<file path="config.mk">
export PLATFORM = sky130hd
export DESIGN_NAME = stream_mux_rr
export DESIGN_NICKNAME = d
export VERILOG_FILES = /design/src/rtl/stream_mux_rr_pkg.sv /design/src/rtl/stream_mux_rr_arbiter.sv /design/src/rtl/stream_mux_rr.sv
export SDC_FILE = /design/constraint.sdc
export NUM_CORES = 1
export LEC_CHECK = 0
export ABC_AREA = 0
export CORE_ASPECT_RATIO = 0.9
export CORE_MARGIN = 4
export CORE_UTILIZATION = 35
export DETAILED_ROUTE_END_ITERATION = 8
export PLACE_DENSITY = 0.83
export SYNTH_ARGS = -nofsm -noshare
export SYNTH_HDL_FRONTEND = slang
export SYNTH_HIERARCHICAL = 1
export SYNTH_SLANG_ARGS = --single-unit
</file>
<file path="constraint.sdc">
create_clock -name clk -period 3 [get_ports clk]
set_input_delay 0.9 -clock clk [delete_from_list [all_inputs] [get_ports clk]]
set_output_delay 0.9 -clock clk [all_outputs]
set_load 0.01 [all_outputs]
</file>
<file path="src/rtl/stream_mux_rr_pkg.sv">
// Shared definitions for the round-robin / manual-select stream multiplexer.
// Holds the mode encodings and the index-width helper used by every file.
package stream_mux_rr_pkg;

    localparam logic MODE_RR  = 1'b0;
    localparam logic MODE_SEL = 1'b1;

    // Width of a channel index; never narrower than one bit.
    function automatic int selWidth(input int n);
        int w;
        w = 0;
        for (int i = 0; i < 32; i++) begin
            if ((1 << w) < n) begin
                w = w + 1;
            end
        end
        return (w < 1) ? 1 : w;
    endfunction

endpackage

</file>
<file path="src/rtl/stream_mux_rr_arbiter.sv">
// Combinational grant logic: rotating-priority scan from ptr, or a direct
// channel pick from sel when manual mode is active.
module rr_arbiter
    import stream_mux_rr_pkg::*;
#(
    parameter  int NCH  = 4,
    localparam int SELW = selWidth(NCH)
) (
    input  logic [NCH-1:0]  req,
    input  logic [SELW-1:0] ptr,
    input  logic            mode,
    input  logic [SELW-1:0] sel,
    output logic [SELW-1:0] grant,
    output logic            grant_valid
);

    int w_idx;

    // Descending offset scan so the channel closest to ptr is written last and wins.
    always_comb begin
        grant       = '0;
        grant_valid = 1'b0;
        w_idx       = 0;
        if (mode == MODE_SEL) begin
            for (int i = 0; i < NCH; i++) begin
                if (int'(sel) == i) begin
                    grant       = sel;
                    grant_valid = req[i];
                end
            end
        end else begin
            for (int k = NCH - 1; k >= 0; k--) begin
                w_idx = int'(ptr) + k;
                if (w_idx >= NCH) begin
                    w_idx = w_idx - NCH;
                end
                if (req[w_idx]) begin
                    grant       = SELW'(w_idx);
                    grant_valid = 1'b1;
                end
            end
        end
    end

endmodule

</file>
<file path="src/rtl/stream_mux_rr.sv">
// N-channel valid/ready stream mux with a single registered output stage.
// Round-robin pointer and output register live here; grant logic is in rr_arbiter.
module stream_mux_rr
    import stream_mux_rr_pkg::*;
#(
    parameter  int WIDTH = 8,
    parameter  int NCH   = 4,
    localparam int SELW  = selWidth(NCH)
) (
    input  logic                 clk,
    input  logic                 rst,
    input  logic                 mode,
    input  logic [SELW-1:0]      sel,
    input  logic [NCH*WIDTH-1:0] in_data,
    input  logic [NCH-1:0]       in_valid,
    output logic [NCH-1:0]       in_ready,
    output logic [WIDTH-1:0]     out_data,
    output logic [SELW-1:0]      out_ch,
    output logic                 out_valid,
    input  logic                 out_ready
);

    logic [SELW-1:0]  r_ptr;
    logic [WIDTH-1:0] r_outData;
    logic [SELW-1:0]  r_outCh;
    logic             r_outValid;

    logic [SELW-1:0]  w_grant;
    logic             w_grantValid;
    logic             w_loadEn;
    logic             w_accept;
    logic [WIDTH-1:0] w_selData;
    logic [SELW-1:0]  w_nextPtr;

    rr_arbiter #(
        .NCH(NCH)
    ) u_arbiter (
        .req        (in_valid),
        .ptr        (r_ptr),
        .mode       (mode),
        .sel        (sel),
        .grant      (w_grant),
        .grant_valid(w_grantValid)
    );

    assign w_loadEn  = !r_outValid || out_ready;
    assign w_accept  = w_loadEn && w_grantValid && !rst;
    assign w_nextPtr = (int'(w_grant) == NCH - 1) ? '0 : w_grant + 1'b1;

    // Ready is one-hot on the granted channel and forced low during reset.
    always_comb begin
        in_ready  = '0;
        w_selData = '0;
        for (int i = 0; i < NCH; i++) begin
            in_ready[i] = w_accept && (int'(w_grant) == i);
            if (int'(w_grant) == i) begin
                w_selData = in_data[i*WIDTH +: WIDTH];
            end
        end
    end

    always_ff @(posedge clk or posedge rst) begin
        if (rst) begin
            r_ptr      <= '0;
            r_outData  <= '0;
            r_outCh    <= '0;
            r_outValid <= 1'b0;
        end else if (w_loadEn) begin
            if (w_grantValid) begin
                r_outData  <= w_selData;
                r_outCh    <= w_grant;
                r_outValid <= 1'b1;
                if (mode == MODE_RR) begin
                    r_ptr <= w_nextPtr;
                end
            end else begin
                r_outValid <= 1'b0;
            end
        end
    end

    assign out_data  = r_outData;
    assign out_ch    = r_outCh;
    assign out_valid = r_outValid;

endmodule

</file>
; After elaboration in Yosys (flattened, before gate mapping)
; Cells that the tools add are included.
[classes]
n_addsub = 8
order_cmp = 8
eq_ne = 6
mux = 44
bitwise = 1
n_reduce_logical = 13
[ops]
columns = op, n
row1 = $mux 32, 8
row2 = $lt 32x4->1 const B, 4
row3 = $ge 32x4->1 const B, 3
row4 = $sub 32x4->32 const B, 3
row5 = $mux 8, 4
row6 = $mux 2, 10
row7 = $mux 1, 18
row8 = $bmux 1 s2, 4
row9 = $eq 2x2->1 const B, 4
row10 = $add 2x2->3 const B, 2
row11 = $logic_and 1x1->1, 6
row12 = $eq 2x1->1 const B, 2
row13 = $logic_not 2->1, 2
row14 = $sub 2x3->4 const B, 1
row15 = $add 2x1->3 const B, 1
row16 = $ge 2x3->1 const B, 1
row17 = $reduce_and 3->1, 1
row18 = $add 2x1->2 const B, 1
row19 = $logic_not 1->1, 2
row20 = $reduce_and 2->1, 1
row21 = $logic_or 1x1->1, 1
row22 = $not 1->1, 1
[totals]
reg_bits = 13
in_bits = 42
output_inout_bits = 15
elab_cells = 84

; Logic depth before layout (Yosys ltp)
[depth]
depth_word = 17
ltp_mapped = 10
mapped_depth_nobuf = 9

; Hierarchy
; The synthesis kept the hierarchy.
[modules_own_cells]
columns = module, instances, cells_per_inst, area_each_um2, seq_area_each_um2
row1 = stream_mux_rr, 1, 94, 889.6, 325.3
row2 = rr_arbiter, 1, 22, 152.6, 0.0

; Worst setup path before layout
; No wires, ideal clock.
[synth_timing]
path_type = input to output
from = input port in_valid[0]
to = output port in_ready[3]
t_arrival_ps = 2410
required_ps = 2100
setup_slack_ps = -310
path_stages = 8
n_path_buf = 2
path_cell_list = nand2_2 a21oi_2 a2111oi_2 a221o_1 ha_1 buf_2 clkbuf_1 nor3b_1
[synth_between]
elab_cells_between_ends = 30
classes_between = eq/ne (1) / mux (26) / reduce/logical (3)
[synth_lines]
columns = element, line_no
row1 = start: declaration, stream_mux_rr.sv:15  ; input logic [NCH-1:0] in_valid,
row2 = $bmux 1 s2, stream_mux_rr_arbiter.sv:37  ; if (req[w_idx]) begin
row3 = $mux 1 (not written as such) (2 in a row), stream_mux_rr_arbiter.sv:37
row4 = $mux 2 (3 in a row), stream_mux_rr_arbiter.sv:37
row5 = $mux 2 (*), stream_mux_rr_arbiter.sv:37
row6 = $mux 2 (*), stream_mux_rr_arbiter.sv:24  ; if (mode == MODE_SEL) begin
row7 = via w_grant[0], stream_mux_rr.sv:28  ; logic [SELW-1:0] w_grant;
row8 = $eq 2x1->1 (*), stream_mux_rr.sv:55  ; in_ready[i] = w_accept && (int'(w_grant) == i);
row9 = $logic_and 1x1->1 (*), stream_mux_rr.sv:55
row10 = end: declaration, stream_mux_rr.sv:16  ; output logic [NCH-1:0] in_ready,
; Mark *: on every way through the listed nets, which the timed path passes. The rest lies on a longest branch. The select of a mux whose other input is x is not followed.

; Worst setup path in the final report
[layout_timing]
from = input port in_valid[2]
to = output port in_ready[1]
[layout_between]
elab_cells_between_ends = 28
classes_between = eq/ne (1) / mux (24) / reduce/logical (3)
[layout_lines]
columns = element, line_no
row1 = $bmux 1 s2, stream_mux_rr_arbiter.sv:37
row2 = $mux 1 (not written as such) (2 in a row), stream_mux_rr_arbiter.sv:37
row3 = $mux 2 (3 in a row), stream_mux_rr_arbiter.sv:37
row4 = $mux 2 (*), stream_mux_rr_arbiter.sv:37
row5 = $mux 2 (*), stream_mux_rr_arbiter.sv:24
row6 = via w_grant[0], stream_mux_rr.sv:28
row7 = $eq 2x2->1 (*), stream_mux_rr.sv:55
row8 = $logic_and 1x1->1 (*), stream_mux_rr.sv:55
; Marked as above.

==> impl_metrics.ini <==
[timing]
slew_headroom_pct = 56.4
final.min_clock_period_ps = 3230
hold_slack_ps = 526
slew_violations = 0
setup_viol = 4
setup_slack_ps = -228
worstMarginPinSlew_ps = 653
fin_crit_sh_pct = 108
finalHoldViolCount = 0
rsz0062_at_grt = yes
finClkSkew_ps = 0.985
clock.fmax_ghz = 0.310

[grt]
grt_use_total_pct = 20.0
overflow = 0
antenna_found_initial = 0
grt_pass1_vias = 1267
grt_max_degree = 18
grt_pass1_wl_um = 6020

[detailed_routing]
post-route-drc-count = 0
wl_per_cell_um = 16.9
routed_via_density = 5.26
ant_nets = 0
drt-initial-drc-count = 78
routed_wl_um = 3920
first_pass_iters = 6
vias = 1220

[logic_synthesis]
synth_edf_count = 0
yosysUniqueCellTypes = 33
synth_top_family_by_area = compound AO/OA/AOI/OAI gates
syn_area_per_cell_um2 = 8.98
synth-simple-area-share_pct = 21.1
synthAdderAreaFrac_pct = 4.80
yosys_warnings = 6
syn_inst = 116
synth_area_um2 = 1040
yosysSeqAreaShare_pct = 31.2
synthesis.nets = 162
synth_mux_area_share_pct = 4.68
synth-async-reset-ratio_pct = 100
synth_ff_type = dfrtp_1
synth-compound-area-share_pct = 32.2
synth-xor-area-share_pct = 0
synth_seq_cells = 13

[die]
dieWidth_um = 65.5
chipHeight_um = 59.8
design.core.area_um2 = 2790
io_pins = 57
rows = 18
start_util_pct = 37.3
die-area_um2 = 3920

[clock_network]
clkSinkCount = 13
cts_buffers = 3
clockBufferDepth = 2
clock_latency_ps = 300
cts.clk_slew.worst_paths_ps = 90
cts_tree = built
h-tree-depth = 1
cts_root_buffer = clkbuf_4

[critical_path]
cp-end-kind = output port
critPathMaxFanout = 4
worst_setup_path_start_kind = primary input
cp.buffers_inverters = 5
cp.depth = 9
startpoint = in_valid[2]
critical_path_class = in -> out
crit_chain = buf_6, buf_6, a2111oi_4, a221o_1, buf_6, buf_6, ha_4, nor3b_4, buf_2
worst-endpoint-required_ps = 2100
worst-r2r-cell-count = 14
max_stage_delay_ps = 340
r2r-start = r_ptr[1]$_DFFE_PP0P_
r2r_setup_slack_ps = 300
crit_end = in_ready[1]
cp_common_cell = buf_6
r2r_end = out_data[3]$_DFFE_PP0P_
cpLargestDelayFamily = buffers and inverters
slowest_stage = a2111oi_4
crit_arrival_ps = 2330

[cells_and_area]
final_core_util_pct = 68.9
antenna_cells = 0
fin_nets = 239
postLayoutCellArea_um2 = 1920
drive_gt1_share_pct = 29.7
area_growth_syn_to_layout_pct = 84.5

[power_and_ir_drop]
clockPowerShare_pct = 11.9
p_sw_share_pct = 38.2
p_seq_share_pct = 27.4
internal-power_uw = 644
power_per_cell_area_nw_per_um2 = 542
p_leak_uw = 0.000865
power.share.combinational_pct = 60.7
ir_drop_uv = 365
power.switching_uw = 398

[status]
violations = negative setup slack
status = complete, but fails checks

[placed_design]
io_buffer_count = 56
dp_slack_ps = -1100
postPlaceCellArea_um2 = 1760
place.gp.congestion = 0.759
hpwl_um = 2910

[hold_path]
holdCritPathClass = reg -> reg

[flow_run]
maxCapViolCount = 0
-- worst register-to-register path, cell delays in order, from the launching register on --
cell       delay, ps
dfrtp_1          500
nand2_4           90
a21oi_4          150
a2111oi_4         50
a221o_1          330
buf_6            150
buf_6            110
ha_4             140
buf_4            130
buf_4            120
buf_4            170
nor3b_4          210
buf_4            150
a211oi_1          80
o31ai_1          220
-- repair_timing --
action                                 in CTS  in global routing
endpoints found under the hold margin       0                  0
hold buffers                                0                  0
pin swaps                                   4                  6
buffers inserted                            4                  5
gates resized for setup                    62                  3
setup endpoints to repair                  12                  4
-- final cells by class --
class,count,area (um2)
Timing Repair Buffer,79,731
Inverter,8,35.0
Clock buffer,3,22.5
Sequential cell,13,325
Clock inverter,1,5.00
Multi-Input combinational cell,88,754
Fill cell,232,870
Tap cell,40,50.0
-- worst min path at each step --
stage	start	end	depth (start not counted)	slack, ps
after global routing	r_ptr[0]$_DFFE_PP0P_	r_ptr[0]$_DFFE_PP0P_	1	570
after floorplan	r_ptr[0]$_DFFE_PP0P_	r_ptr[0]$_DFFE_PP0P_	1	500
final	out_data[0]$_DFFE_PP0P_	out_data[0]$_DFFE_PP0P_	2	530
after global placement	out_data[0]$_DFFE_PP0P_	out_data[0]$_DFFE_PP0P_	2	490
after detailed placement	out_data[1]$_DFFE_PP0P_	out_data[1]$_DFFE_PP0P_	2	500
after CTS	out_data[1]$_DFFE_PP0P_	out_data[1]$_DFFE_PP0P_	2	520
-- per-stage QoR --
stage	TNS [ps]	instances	power, uW
after floorplan	-178	116	571
after global placement	-6300	219	799
after detailed placement	-7960	219	827
after CTS	-628	227	1000
after global routing	-1090	232	1110
final	-830	232	1040
-- power by group through the flow --
| stage | sequential, uW | combinational (uW) | clock (uW) |
|---|---|---|---|
| after global routing | 293 | 678 | 134 |
| after detailed placement | 284 | 543 | 0 |
| final | 285 | 632 | 124 |
| after floorplan | 301 | 270 | 0 |
| after global placement | 280 | 519 | 0 |
| after CTS | 284 | 598 | 119 |
-- synth_stat cells, types with 2 or more instances --
| library cell | instances | share of area, % |
|---|---|---|
| o21ai_1 | 2 | 0.96 |
| dfrtp_1 | 13 | 31 |
| o21ai_0 | 13 | 6.2 |
| a21oi_1 | 3 | 1.4 |
| and3b_1 | 7 | 5.9 |
| a21o_1 | 7 | 5.0 |
| nor2_1 | 3 | 1.1 |
| nand2_1 | 5 | 1.8 |
| a211oi_1 | 7 | 5.0 |
| a21oi_2 | 2 | 1.7 |
| nor2b_1 | 8 | 4.8 |
| clkbuf_1 | 4 | 1.4 |
| a221o_1 | 2 | 1.9 |
| mux2_2 | 2 | 2.2 |
| o31ai_1 | 7 | 5.0 |
| ha_1 | 4 | 4.8 |
| inv_1 | 8 | 2.9 |
| nor3b_1 | 4 | 2.9 |
-- sequential cells by signal, summed over array words and instances, names as in the netlist --
| register | count |
|---|---|
| out_valid | 1 |
| r_ptr | 2 |
| out_ch | 2 |
| out_data | 8 |
-- logic make-up (layout without fill, tap and decap cells) --
| family | Yosys count | count (layout) |
|---|---|---|
| flip-flops | 13 | 13 |
| multiplexers | 3 | 3 |
| buffers and inverters | 15 | 91 |
| adder cells (fa/ha/maj) | 4 | 4 |
| AO/OA/AOI/OAI | 47 | 47 |
| AND/OR/NAND/NOR | 34 | 34 |
-- cell usage in the layout, fill, tap and decap left out, types with 2 or more instances in the layout --
cell,instances
inv_1,6
nor2b_1,8
dfrtp_1,13
buf_2,5
inv_4,2
o31ai_1,7
clkdlybuf4s50_1,45
mux2_2,2
ha_4,2
buf_6,6
o21ai_1,2
nor2_1,2
a211oi_1,7
buf_4,19
a21oi_1,3
a221o_1,2
and3b_1,7
nand2_1,5
clkbuf_4,3
nor3b_4,4
o21ai_0,12
a21o_1,7
-- routing by layer --
metal,vias to the layer above,global-route usage [%],part of all wire [%]
li1,582,-,-
met3,5,4.14,5.6
met5,-,0,0
met4,0,5.33,1.1
met1,592,23.5,42
met2,41,37.1,52
Note: power is estimated with default switching activity, not from simulation.
